<file path="src/rtl/mem_arb_pkg.sv">
// Shared definitions for the unified memory arbiter: FSM state encoding and
// latency-counter sizing.
package mem_arb_pkg;

    typedef enum logic [1:0] {
        ARB_IDLE = 2'd0,
        ARB_RD_I = 2'd1,
        ARB_RD_D = 2'd2
    } arb_state_e;

    localparam int MEM_LAT_MAX = 15;
    localparam int CNT_W       = 4;

endpackage

</file>
<file path="src/rtl/arb_lat_counter.sv">
// Loadable down-counter that times the memory read latency; parks at zero and
// flags it so the arbiter knows when read data is on m_rdata.
module arb_lat_counter
    import mem_arb_pkg::*;
(
    input  logic             clk,
    input  logic             rst_n,
    input  logic             load,
    input  logic [CNT_W-1:0] load_val,
    output logic             zero
);

    logic [CNT_W-1:0] cnt_q;
    logic [CNT_W-1:0] cnt_d;

    always_comb begin
        cnt_d = cnt_q;
        if (load) begin
            cnt_d = load_val;
        end else if (cnt_q != '0) begin
            cnt_d = cnt_q - CNT_W'(1);
        end
    end

    always_ff @(posedge clk or negedge rst_n) begin
        if (!rst_n) begin
            cnt_q <= '0;
        end else begin
            cnt_q <= cnt_d;
        end
    end

    assign zero = (cnt_q == '0);

endmodule

</file>
<file path="src/rtl/unified_mem_arbiter.sv">
// Arbitrates the IFU fetch port and the MEM-stage data port onto one
// single-port memory, sequences its fixed read latency and drives the stall.
module unified_mem_arbiter
    import mem_arb_pkg::*;
#(
    parameter int ADDR_W  = 32,
    parameter int DATA_W  = 32,
    parameter int MEM_LAT = 2
) (
    input  logic              clk,
    input  logic              rst,
    input  logic              if_req,
    input  logic [ADDR_W-1:0] if_addr,
    output logic              if_gnt,
    output logic              if_rvalid,
    output logic [DATA_W-1:0] if_rdata,
    input  logic              d_req,
    input  logic              d_we,
    input  logic [ADDR_W-1:0] d_addr,
    input  logic [DATA_W-1:0] d_wdata,
    input  logic [3:0]        d_wmask,
    output logic              d_gnt,
    output logic              d_rvalid,
    output logic [DATA_W-1:0] d_rdata,
    output logic              m_ce,
    output logic              m_we,
    output logic [ADDR_W-1:0] m_addr,
    output logic [DATA_W-1:0] m_wdata,
    output logic [3:0]        m_wmask,
    input  logic [DATA_W-1:0] m_rdata,
    output logic              stall
);

    if (MEM_LAT < 1 || MEM_LAT > MEM_LAT_MAX) begin : g_lat_range
        $error("unified_mem_arbiter: MEM_LAT must be in 1..%0d", MEM_LAT_MAX);
    end

    localparam logic [CNT_W-1:0] LAT_LOAD = CNT_W'(MEM_LAT - 1);

    arb_state_e        state_q;
    arb_state_e        state_d;
    logic              last_d_q;
    logic              last_d_d;
    logic [DATA_W-1:0] if_rdata_q;
    logic [DATA_W-1:0] if_rdata_d;
    logic [DATA_W-1:0] d_rdata_q;
    logic [DATA_W-1:0] d_rdata_d;

    logic active;
    logic in_idle;
    logic pick_d;
    logic rd_load;
    logic cnt_zero;

    // The async reset level also masks the combinational outputs so that
    // nothing leaks out while reset is held, regardless of the request inputs.
    assign active  = rst;
    assign in_idle = (state_q == ARB_IDLE);
    assign pick_d  = d_req & (~if_req | ~last_d_q);
    assign d_gnt   = active & in_idle & pick_d;
    assign if_gnt  = active & in_idle & if_req & ~pick_d;
    assign rd_load = if_gnt | (d_gnt & ~d_we);

    arb_lat_counter u_lat_counter (
        .clk      (clk),
        .rst_n    (rst),
        .load     (rd_load),
        .load_val (LAT_LOAD),
        .zero     (cnt_zero)
    );

    assign if_rvalid = (state_q == ARB_RD_I) & cnt_zero;
    assign d_rvalid  = (state_q == ARB_RD_D) & cnt_zero;
    assign if_rdata  = if_rvalid ? m_rdata : if_rdata_q;
    assign d_rdata   = d_rvalid  ? m_rdata : d_rdata_q;
    assign stall     = active & ((if_req & ~if_gnt) | (d_req & ~d_gnt) | ~in_idle);

    always_comb begin
        m_ce    = 1'b0;
        m_we    = 1'b0;
        m_addr  = '0;
        m_wdata = '0;
        m_wmask = '0;
        if (d_gnt) begin
            m_ce   = 1'b1;
            m_we   = d_we;
            m_addr = d_addr;
            if (d_we) begin
                m_wdata = d_wdata;
                m_wmask = d_wmask;
            end
        end else if (if_gnt) begin
            m_ce   = 1'b1;
            m_addr = if_addr;
        end
    end

    // Data writes complete in their grant cycle, so only reads leave IDLE.
    always_comb begin
        state_d    = state_q;
        last_d_d   = last_d_q;
        if_rdata_d = if_rdata_q;
        d_rdata_d  = d_rdata_q;
        case (state_q)
            ARB_IDLE: begin
                if (if_gnt) begin
                    state_d = ARB_RD_I;
                end else if (d_gnt && !d_we) begin
                    state_d = ARB_RD_D;
                end
            end
            ARB_RD_I, ARB_RD_D: begin
                if (cnt_zero) begin
                    state_d = ARB_IDLE;
                end
            end
            default: state_d = ARB_IDLE;
        endcase
        if (d_gnt) begin
            last_d_d = 1'b1;
        end else if (if_gnt) begin
            last_d_d = 1'b0;
        end
        if (if_rvalid) begin
            if_rdata_d = m_rdata;
        end
        if (d_rvalid) begin
            d_rdata_d = m_rdata;
        end
    end

    always_ff @(posedge clk or negedge rst) begin
        if (!rst) begin
            state_q    <= ARB_IDLE;
            last_d_q   <= 1'b0;
            if_rdata_q <= '0;
            d_rdata_q  <= '0;
        end else begin
            state_q    <= state_d;
            last_d_q   <= last_d_d;
            if_rdata_q <= if_rdata_d;
            d_rdata_q  <= d_rdata_d;
        end
    end

endmodule

</file>
<file path="config.mk">
export PLATFORM = sky130hd
export DESIGN_NAME = unified_mem_arbiter
export DESIGN_NICKNAME = d
export VERILOG_FILES = /design/src/rtl/mem_arb_pkg.sv /design/src/rtl/arb_lat_counter.sv /design/src/rtl/unified_mem_arbiter.sv
export SDC_FILE = /design/constraint.sdc
export NUM_CORES = 1
export LEC_CHECK = 0
export BUFFER_PORTS_ARGS = -buffer_cell sky130_fd_sc_hd__buf_4
export CORE_MARGIN = 5
export CORE_UTILIZATION = 36
export DETAILED_ROUTE_END_ITERATION = 8
export GPL_TIMING_DRIVEN = 0
export MAX_ROUTING_LAYER = met4
export PLACE_DENSITY = 0.78
export SLEW_MARGIN = 10
export SYNTH_ARGS = -nofsm -noshare
export SYNTH_HDL_FRONTEND = slang
export SYNTH_HIERARCHICAL = 1
export SYNTH_SLANG_ARGS = --single-unit
</file>
<file path="constraint.sdc">
create_clock -name clk -period 1.9 [get_ports clk]
set_input_delay 0.095 -clock clk [delete_from_list [all_inputs] [get_ports clk]]
set_output_delay 0.095 -clock clk [all_outputs]
set_load 0.02 [all_outputs]
</file>
## Yosys cells after proc, flatten, opt, wreduce, memory -nomap -nowiden

Index checks and enable logic that the tools add are counted.

| storage, ports and cells | value |
|---|---|
| bits in registers | 71 |
| output and inout port bits | 139 |

| operators by class | value |
|---|---|
| add/sub/neg operators | 1 |
| equal/unequal tests | 4 |
| muxes and demuxes | 19 |
| bitwise operators | 22 |
| reduce and logical (&&, ||, !) cells | 9 |

Operator list:

| operator | number |
|---|---|
| 2-to-1 mux 32 bit | 6 |
| 2-to-1 mux 4 bit | 4 |
| bitwise AND 1 bit | 11 |
| NOT 1 bit | 7 |
| 2-to-1 mux 2 bit | 3 |
| 2-to-1 mux 1 bit | 5 |
| logical NOT 4 bit | 1 |
| bitwise OR 1 bit | 4 |
| case mux 2 bit (2 select lines) | 1 |
| nonzero test 2 bit | 2 |
| nonzero test 4 bit | 1 |
| subtractor 4 x 1 -> 4 bit (second input constant) | 1 |
| != test 3 x 2 -> 1 bit (second input constant) | 1 |
| == test 2 x 1 -> 1 bit (second input constant) | 1 |
| == test 2 bit (second input constant) | 1 |
| logical NOT 2 bit | 1 |
| != test 2 bit (second input constant) | 1 |
| AND reduction 2 bit | 1 |
| OR reduction 2 bit | 1 |
| logical AND 1 bit | 1 |
| logical NOT 1 bit | 1 |

## Depth between registers and ports, before layout

Gate-level depths: netlist of run 1.

| logic depth | value |
|---|---|
| depth after elaboration | 10 |
| mapped depth | 9 |
| mapped depth without buffers | 7 |

## Modules after synthesis

The synthesis of run 1 kept the hierarchy.

By module, submodules not included:

| module | times used | cells each | area an instance (um^2) |
|---|---|---|---|
| unified_mem_arbiter | 1 | 249 | 3220.6 |
| arb_lat_counter | 1 | 22 | 234.0 |

## Worst setup path after synthesis of run 1

No wires, ideal clock.

| path | value |
|---|---|
| path kind | flip-flop to flip-flop |
| start point | reg state_q[0] |
| end point | reg u_lat_counter.cnt_q[3] |
| setup time | 0.126 ns |
| data arrival time | 1.971 ns |
| data required time | 1.774 ns |
| path slack | -0.197 ns |
| stages on the path, launching flop included | 10 |
| cell sequence | dfrtp_1 inv_1 ha_1 nand3_1 nor2_4 buf_2 a21o_1 clkbuf_1 nor3_1 a221o_1 |

| between the ends | value |
|---|---|
| longest elaborated chain between the ends | 6 |
| elaborated cells between the ends (all ways) | 9 |
| those cells by class | 1 x mux; 6 x bitwise; 2 x reduce/logical |

Ends and longest elaborated chain:

| what | line | source |
|---|---|---|
| start, declared | unified_mem_arbiter.sv:40 | `arb_state_e state_q;` |
| start signal, assigned | unified_mem_arbiter.sv:139 | `state_q <= state_d;` |
| logical NOT 2 bit * | unified_mem_arbiter.sv:58 | `assign in_idle = (state_q == ARB_IDLE);` |
| bitwise AND 1 bit * (3 in series) | unified_mem_arbiter.sv:61 | `assign if_gnt = active & in_idle & if_req & ~pick_d;` |
| via if_gnt | unified_mem_arbiter.sv:14 | `output logic if_gnt,` |
| bitwise OR 1 bit * | unified_mem_arbiter.sv:62 | `assign rd_load = if_gnt \| (d_gnt & ~d_we);` |
| via rd_load | unified_mem_arbiter.sv:52 | `logic rd_load;` |
| 2-to-1 mux 4 bit or nonzero test 2 bit (tied branches) | n/a |  |
| end signal, assigned | arb_lat_counter.sv:29 | `cnt_q <= cnt_d;` |
| end, declared | arb_lat_counter.sv:13 | `logic [CNT_W-1:0] cnt_q;` |

Mark *: on every way through the listed nets, which the timed path passes. The rest lies on a longest branch.
A chain may end at the register's enable or synchronous reset.

## Worst setup path after layout of run 1

| path | value |
|---|---|
| start point | reg u_lat_counter.cnt_q[1] |
| end point | out if_rdata[30] |

| between the ends | value |
|---|---|
| longest elaborated chain between the ends | 3 |

Ends and longest elaborated chain:

| what | line | source |
|---|---|---|
| logical NOT 4 bit | arb_lat_counter.sv:33 | `assign zero = (cnt_q == '0);` |
| via cnt_zero | unified_mem_arbiter.sv:53 | `logic cnt_zero;` |
| bitwise AND 1 bit | unified_mem_arbiter.sv:72 | `assign if_rvalid = (state_q == ARB_RD_I) & cnt_zero;` |
| 2-to-1 mux 32 bit | n/a |  |
| end, declared | unified_mem_arbiter.sv:16 | `output logic [DATA_W-1:0] if_rdata,` |

The timed path passes the listed nets, and every way through them passes these cells.

==> qor.csv, run 1 <==
metric;value;unit
Synth async-reset ratio;100;%
setup slack on the worst flop-to-flop path;-0.04;ns
worst max-slew margin expressed relative to the limit;55.1;%
DRC Markers;0;
proportion of layout cells with a drive suffix above 1;77.9;%
Post-Synthesis Cell Area;3450;µm²
number of CTS-inserted buffers;9;
Tot Pwr;0.0108;W
startpoint kind of the worst setup timing path;flop;
Post-Route Utilization;79.0;%
cell at the root of the clock tree;clkbuf_8;
worst reg-to-reg path cell count;10;
global router's overall resource usage;26.0;%
die width;108;µm
clock tree from TritonCTS;built;
worst flop-to-flop path startpoint;state_q[0];
count of TritonRoute iterations in the first routing pass;4;
sequential area share after synthesis;51.4;%
average via count per standard cell;4.90;
Avg WL per Cell;20.7;µm
final number of setup-violating endpoints;129;
Port Buffer Count;275;
count of vias placed by the detailed router;3629;
largest fanout on the critical path;9;
unrepaired setup endpoints after global routing;true;
relative area change from synthesis to final layout;112;%
violated checks;negative hold slack, negative setup slack;
largest vdd supply drop;1.24;mV
worst reg2reg endpoint;u_lat_counter/cnt_q[3];
run status;finished, violations left;
Floorplan Core Area;9280;µm²
IO Pins;276;
largest buffer count on any clock path;2;
flops & latches, synth;71;
Routed Antenna Nets;0;
vias in the first global route;4186;
net count of the finished layout;748;
standby leakage power;3.64;nW
Chip Height;108;µm
CTS clk-pin slew, worst paths;0.08;ns
period utilisation layout;112;%
smallest setup slack after layout;-0.236;ns
crit end category;primary output;
clk_skew;0.00965;ns
Final Max Slew Viols;0;
transition time at the pin with the least slew margin;0.674;ns
number of H-tree branching levels;3;
dominant cell type by area after synthesis;dfrtp_1;
final HPWL from detailed placement;10600;µm
global route overflow;0;
top cell type's share of synthesized area;51.4;%
worst-skew pair later-pin latency;0.34;ns
number of diodes added for antenna fixing;0;
number of rows created at floorplan;35;
Synthesis Warnings;6;
DRC marker count from the first detailed-route iteration;111;
critical path type;reg -> out;
effective utilization at floorplan;37.2;%
wire length of the first global-routing pass;22600;µm
count of mapped cells out of synthesis;271;
power per standard cell area;1480;nW/µm²
min-delay worst type;in -> async;
final hold vios;71;
Max-Cap Viols;0;
data arrival time of the worst path;2.04;ns
Cell variety after synth;34;
pin count of the biggest net entering global routing;76;
timing-limited maximum frequency;468;MHz
post-route minimum period;2.14;ns
antenna violations before repair;0;
clk sink count;71;
Hold Worst Slack;-0.229;ns
Routability Congestion;0.840;
leading post-synthesis cells by cell area;dfrtp_1 (51%), mux2_2 (21%), a22o_1 (8.1%);
drt total wl;15300;µm
primary flip-flop cell chosen by synthesis mapping;dfrtp_1;
die area;11700;µm²
number of hold buffers added after CTS;1;
Worst Path Required;1.80;ns
average size of a mapped cell;12.7;µm²
number of flops mapped to enable cells by yosys;0;
-- worst max-delay path, cell delays in order (launching register included) --
cell and delay [ns]:
dfrtp_1 0.39, inv_2 0.09, ha_4 0.14, nor3b_4 0.23
buf_6 0.15, nand2_8 0.10, clkbuf_16 0.19, mux2_2 0.29
buf_6 0.14
-- placed cells by master (no fill, tap or decap), drive strengths merged --
cell	instances
or2	1
ha	4
nand3	2
conb	4
buf	336
a211o	1
a31oi	1
a22o	32
bufinv	3
nor2	2
a221o	1
xnor2	1
and2	36
a21boi	1
a21o	1
nor3b	2
nand2	8
dfrtp	71
a21oi	4
and3	2
nor3	2
clkinv	1
mux2i	2
nand2b	1
clkbuf	13
o21ai	4
dlygate4sd3	1
inv	8
nor2b	2
mux2	65
-- flip-flops by register name, summed over array words and instances, names as in the netlist --
name,cells
d_rdata_q,32
if_rdata_q,32
u_lat_counter/cnt_q,4
state_q,2
last_d_q,1
-- power by group --
group | switching, W | internal [W] | total, W
Combinational | 0.00321 | 0.00362 | 0.00684
Sequential | 0.000261 | 0.00227 | 0.00253
Clock | 0.000578 | 0.000885 | 0.00146
Total | 0.00405 | 0.00678 | 0.0108
-- worst max-delay path by stage --
stage / start / endpoint / slack (ns) / depth (start not counted)
3_5_place_dp: rst / u_lat_counter/cnt_q[3] / -0.45 / 8
5_1_grt: u_lat_counter/cnt_q[1] / if_rdata[13] / -0.31 / 8
3_3_place_gp: rst / u_lat_counter/cnt_q[3] / -0.36 / 8
6_report: u_lat_counter/cnt_q[1] / if_rdata[30] / -0.24 / 8
4_1_cts: u_lat_counter/cnt_q[0] / d_rdata[26] / -0.22 / 8
2_1_floorplan: state_q[0] / u_lat_counter/cnt_q[3] / 0.02 / 9
-- metrics by stage --
step / hold slack [ns] / std cells / area, µm² / setup slack (ns) / TNS [ns]
floorplan: -0.201 / 273 / 3480 / 0.0208 / 0
global placement: 0.268 / 677 / 5700 / -0.355 / -14.54
detailed placement: 0.286 / 677 / 5700 / -0.454 / -20.15
CTS: -0.0860 / 731 / 7170 / -0.223 / -17.66
global route: -0.193 / 741 / 7330 / -0.310 / -31.24
finish: -0.229 / 741 / 7330 / -0.236 / -19.74
-- cell families after synthesis --
kind of cell,share of synthesized area (%)
xor gates and xnor gates,0.254
adders and majority gates,1.45
DFF,51.4
and+or+nand+nor,10.4
AOI/OAI and AO/OA,10.5
other,0.217
buffers and inverters,3.95
muxes,21.8
-- routing by layer --
metal / GRT usage (%) / part of all wire, %
met1: 26.0 / 34
met2: 46.4 / 53
met3: 7.40 / 7.6
met4: 12.4 / 4.7
met5: - / 0
-- cell type report --
type                    instances  area (µm²)
inverters                       6        22.5
repair buffers                323        3130
multi-input cells             179        1780
clock inverters                 6         116
clock buffers                  10         128
well taps                     129         161
flip-flops and latches         71        1780
fillers                       578        1950
plain buffers                  17         221
-- Yosys cell counts (2+ instances only) --
master and number:
dfrtp_1 71, mux2_2 65, and2_1 36, a22o_1 32, buf_2 10, nand2_1 8
inv_1 6, buf_6 4, ha_1 4, a21oi_1 3, o21ai_0 3, buf_4 2
conb_1 2, mux2i_1 2, nand3_1 2, nor2b_1 2, nor3_1 2
-- what timing repair did --
action	in CTS	in global routing
setup endpoints to repair	198	142
setup buffers	26	10
cloned	11	3
resized for setup	249	15
endpoints found under the hold margin	72	71
pin swaps	63	16
(Power assumes the default switching activity.)
==> run 2, diff against run 1 <==
Settings changed: CORE_AREA from default to 2 2 107 109, CORE_MARGIN 5 to default, CORE_UTILIZATION 36 to default, DIE_AREA from default to 0 0 109 111, PLACE_DENSITY 0.78 to 0.7.
==> run 2 against run 1 <==
Compared with the run above:
- the flow still finishes with violations (negative hold slack, negative setup slack)
- clock skew down 0.0015 ns
- via count is 3.6% lower
- sequential cell count stayed put
- final cell count is 0.40% higher
- combinational power down 2%
- final area is 0.85% lower
- worst hold slack better by 0.013 ns
- first-iteration DRC count decreased by 7.2%
- clock power rose by 11%
- critical path type unchanged
- critical endpoint is now if_rdata[2]
- highest routed layer unchanged
==> qor.csv, run 2 (synthesized netlist as in run 1, its figures left out) <==
metric;value;unit
run status;finished, violations left;
violated checks;negative hold slack, negative setup slack;
number of diodes added for antenna fixing;0;
timing-limited maximum frequency;471;MHz
Hold Worst Slack;-0.216;ns
Max-Cap Viols;0;
die width;109;µm
Final Max Slew Viols;0;
CTS clk-pin slew, worst paths;0.06;ns
min-delay worst type;in -> async;
data arrival time of the worst path;2.03;ns
cell at the root of the clock tree;clkbuf_16;
Routability Congestion;0.804;
Chip Height;111;µm
proportion of layout cells with a drive suffix above 1;77.2;%
Port Buffer Count;275;
wire length of the first global-routing pass;19800;µm
startpoint kind of the worst setup timing path;flop;
largest buffer count on any clock path;2;
transition time at the pin with the least slew margin;0.679;ns
relative area change from synthesis to final layout;111;%
critical path type;reg -> out;
crit end category;primary output;
number of CTS-inserted buffers;9;
Floorplan Core Area;11100;µm²
Largest regs;d_rdata_q x32, if_rdata_q x32, u_lat_counter/cnt_q x4;
vias in the first global route;3746;
post-route minimum period;2.12;ns
number of H-tree branching levels;3;
smallest setup slack after layout;-0.224;ns
Routed Antenna Nets;0;
largest vdd supply drop;1.22;mV
average via count per standard cell;4.70;
clk sink count;71;
worst max-slew margin expressed relative to the limit;54.7;%
period utilisation layout;112;%
drt total wl;13100;µm
clk_skew;0.00812;ns
setup TNS after final layout;-20.65;ns
pin count of the biggest net entering global routing;76;
global router's overall resource usage;21.8;%
summed area of non-filler cells in the final layout;7270;µm²
largest fanout on the critical path;5;
DRC marker count from the first detailed-route iteration;103;
die area;12100;µm²
IO Pins;276;
final HPWL from detailed placement;9070;µm
count of TritonRoute iterations in the first routing pass;4;
Post-Route Utilization;65.7;%
number of rows created at floorplan;39;
effective utilization at floorplan;31.2;%
antenna violations before repair;0;
clock tree from TritonCTS;built;
final hold vios;71;
Worst Path Required;1.80;ns
DRC Markers;0;
net count of the finished layout;738;
worst flop-to-flop path startpoint;state_q[1];
most common cell after layout, fill and taps aside;buf_4;
Avg WL per Cell;17.6;µm
Worst setup startpoint;u_lat_counter/cnt_q[1];
unrepaired setup endpoints after global routing;true;
count of vias placed by the detailed router;3499;
# fillers;838;
final number of setup-violating endpoints;135;
power per standard cell area;1490;nW/µm²
worst-skew pair later-pin latency;0.33;ns
global route overflow;0;
standby leakage power;3.57;nW
dpl cell area;5720;µm²
top library cells by usage in the layout, fill and taps aside;buf_4 (158), buf_6 (154), dfrtp_1 (71);
==> run 2: final timing paths <==
check | endpoint | slack [ns] | cells after the start
max | if_rdata[2] | -0.22 | 8
min | d_rdata_q[12] | -0.22 | 1
max reg2reg | u_lat_counter/cnt_q[3] | 0.03 | 10
min reg2reg | d_rdata_q[18] | 0.49 | 1
max in group asynchronous | if_rdata_q[8] | 1.64 | 1
min in group clk | d_rdata_q[18] | 0.03 | 2
==> run 2: critical path: stages (launching register included) <==
cell	delay (ns)
dfrtp_1	0.39
inv_2	0.09
ha_4	0.14
nor3b_4	0.24
buf_6	0.16
nand2_8	0.09
buf_16	0.16
mux2_4	0.31
buf_6	0.13
==> run 2: repair_timing <==
item,in CTS,in global routing
cloned,12,0
gates resized for setup,226,32
setup buffers,24,8
setup endpoints to repair,198,139
pin swaps,51,19
endpoints found under the hold margin,71,71
==> run 2: per-layer routing <==
| metal | track usage (%) | vias up | wire (µm) |
|---|---|---|---|
| met5 | - | - | 0 |
| met4 | 9.32 | 0 | 446 |
| met3 | 5.70 | 29 | 1050 |
| met2 | 35.9 | 168 | 6770 |
| met1 | 25.0 | 1682 | 4860 |
| li1 | - | 1620 | - |
==> run 2: power by group <==
group	total, W	internal [W]	switching, W	leakage, nW
Combinational	0.00670	0.00358	0.00312	2.60
Sequential	0.00251	0.00228	0.000236	0.833
Clock	0.00162	0.00101	0.000609	0.139
==> run 2: area by class of cell <==
type / instances / area, µm² / area share [%]
sequential: 71 / 1780 / 24.4
multi-input combinational: 179 / 1760 / 24.2
tap: 143 / 179 / 2.46
buffer: 15 / 218 / 2.99
timing repair buffer: 315 / 3030 / 41.6
clock inverter: 5 / 60.1 / 0.826
inverter: 6 / 22.5 / 0.310
clock buffer: 10 / 229 / 3.15
==> run 2: through the flow <==
step	worst slack [ns]	hold slack (ns)	power, W	instances
4_1_cts	-0.208	-0.186	0.0106	741
5_1_grt	-0.293	-0.158	0.0114	744
3_5_place_dp	-0.454	0.293	0.00758	691
6_report	-0.224	-0.216	0.0108	744
2_1_floorplan	0.0208	-0.201	0.00546	273
3_3_place_gp	-0.382	0.276	0.00744	691
==> run 3, diff against run 2 <==
Settings changed: PLACE_DENSITY 0.7 to 0.67.
Clock period 1.9 ns to 2.7 ns, I/O delays scaled along.
==> run 3 against run 2 <==
Compared with the run above:
- the run ends with negative hold slack left
- register-to-register slack gained 0.29 ns
- sequential share of layout area grew 5.2 points
- sequential power shrank 29%
- clock power shrank 30%
- total power shrank 41%
- non-clock buffer count shrank 38
- final area shrank 18%
- largest power group unchanged
==> qor.csv, run 3 (synthesized netlist as in run 1, its figures left out) <==
metric;value;unit
Largest regs;d_rdata_q x32, if_rdata_q x32, u_lat_counter/cnt_q x4;
transition time at the pin with the least slew margin;0.926;ns
net count of the finished layout;700;
top routing layer used;met4;
largest buffer count on any clock path;2;
crit end category;primary output;
effective utilization at floorplan;31.2;%
Tot Pwr;0.00644;W
DRC marker count from the first detailed-route iteration;135;
sum of met3 wire segment lengths after detailed routing;955;µm
die width;109;µm
Floorplan Core Area;11100;µm²
timing-limited maximum frequency;405;MHz
Chip Height;111;µm
metal2 WL;6330;µm
drt total wl;12100;µm
Max-Cap Viols;0;
Worst Path Required;2.57;ns
global router's overall resource usage;19.5;%
setup slack on the worst flop-to-flop path;0.32;ns
unrepaired setup endpoints after global routing;false;
wire length of the first global-routing pass;17400;µm
summed area of non-filler cells in the final layout;6000;µm²
average via count per standard cell;4.62;
min-delay worst type;in -> async;
largest vdd supply drop;0.969;mV
critical path type;reg -> out;
die area;12100;µm²
most common cell after layout, fill and taps aside;buf_4;
data arrival time of the worst path;2.34;ns
dpl cell area;5710;µm²
final cell count without fillers;707;
cell at the root of the clock tree;clkbuf_16;
worst flop-to-flop path startpoint;state_q[0];
Routed Antenna Nets;0;
postcts setup bufs;0;
CTS resizes;0;
period utilisation layout;91.5;%
largest fanout on the critical path;10;
standby leakage power;3.07;nW
Port Buffer Count;275;
global route overflow;0;
clock tree from TritonCTS;built;
Avg WL per Cell;17.0;µm
startpoint kind of the worst setup timing path;flop;
final hold vios;71;
power per standard cell area;1070;nW/µm²
Post-Route Utilization;54.1;%
count of vias placed by the detailed router;3263;
vias in the first global route;3352;
number of rows created at floorplan;39;
pin count of the biggest net entering global routing;76;
run status;finished, violations left;
clk_skew;0.0103;ns
clk sink count;71;
worst reg-to-reg path cell count;9;
count of TritonRoute iterations in the first routing pass;6;
setup TNS after final layout;0;ns
CTS clk-pin slew, worst paths;0.07;ns
worst reg2reg endpoint;u_lat_counter/cnt_q[3];
final number of setup-violating endpoints;0;
Final Max Slew Viols;0;
Hold Worst Slack;-0.0615;ns
number of CTS-inserted buffers;9;
antenna violations before repair;0;
# fillers;1011;
detailed-route wire length on metal 1;4650;µm
IO Pins;276;
worst-skew pair later-pin latency;0.33;ns
top library cells by usage in the layout, fill and taps aside;buf_4 (277), dfrtp_1 (71), mux2_2 (65);
worst max-slew margin expressed relative to the limit;38.3;%
relative area change from synthesis to final layout;73.6;%
final HPWL from detailed placement;9600;µm
proportion of layout cells with a drive suffix above 1;66.8;%
violated checks;negative hold slack;
Routability Congestion;0.813;
number of diodes added for antenna fixing;0;
DRC Markers;0;
post-route minimum period;2.47;ns
number of placed instances, taps included;691;
number of H-tree branching levels;3;
==> run 3: power breakdown <==
group          total [W]  switching (W)  internal [W]
clock network    0.00113       0.000490      0.000639
logic            0.00354        0.00188       0.00166
registers        0.00177       0.000168       0.00160
total            0.00644        0.00254       0.00390
==> run 3: worst max path at each step <==
stage	startpoint	to	slack (ns)
after floorplan	state_q[0]	u_lat_counter/cnt_q[3]	0.60
after global placement	rst	u_lat_counter/cnt_q[3]	0.10
after detailed placement	rst	u_lat_counter/cnt_q[3]	0.01
after CTS	u_lat_counter/cnt_q[0]	d_rdata[4]	0.18
after global routing	u_lat_counter/cnt_q[0]	d_rdata[4]	0.04
final	u_lat_counter/cnt_q[0]	d_rdata[4]	0.23
==> run 3: critical path, cell delays in order (launching register included) <==
cell     delay [ns]
dfrtp_1        0.38
inv_1          0.09
ha_1           0.22
nor3b_4        0.30
nand2_1        0.25
buf_2          0.28
mux2_2         0.33
buf_4          0.16
==> run 3: layout make-up <==
type | instances | area, µm² | share of cell area (%)
buffer | 17 | 114 | 1.90
clock buffer | 9 | 225 | 3.76
clock inverter | 7 | 65.1 | 1.09
inverter | 6 | 22.5 | 0.376
multi-input combinational | 179 | 1550 | 25.8
sequential | 71 | 1780 | 29.6
tap | 143 | 179 | 2.98
timing repair buffer | 275 | 2060 | 34.4
==> run 3: metrics by stage <==
step,hold WS (ns),worst slack (ns)
final,-0.0615,0.229
after global routing,0.00979,0.0358
after CTS,-0.0313,0.177
after detailed placement,0.327,0.0120
after global placement,0.317,0.103
after floorplan,-0.161,0.603
==> run 3: routing by layer <==
layer,vias up,track usage [%]
li1,1535,-
met1,1566,21.8
met3,14,4.29
met4,0,3.93
met2,148,35.3
met5,-,-
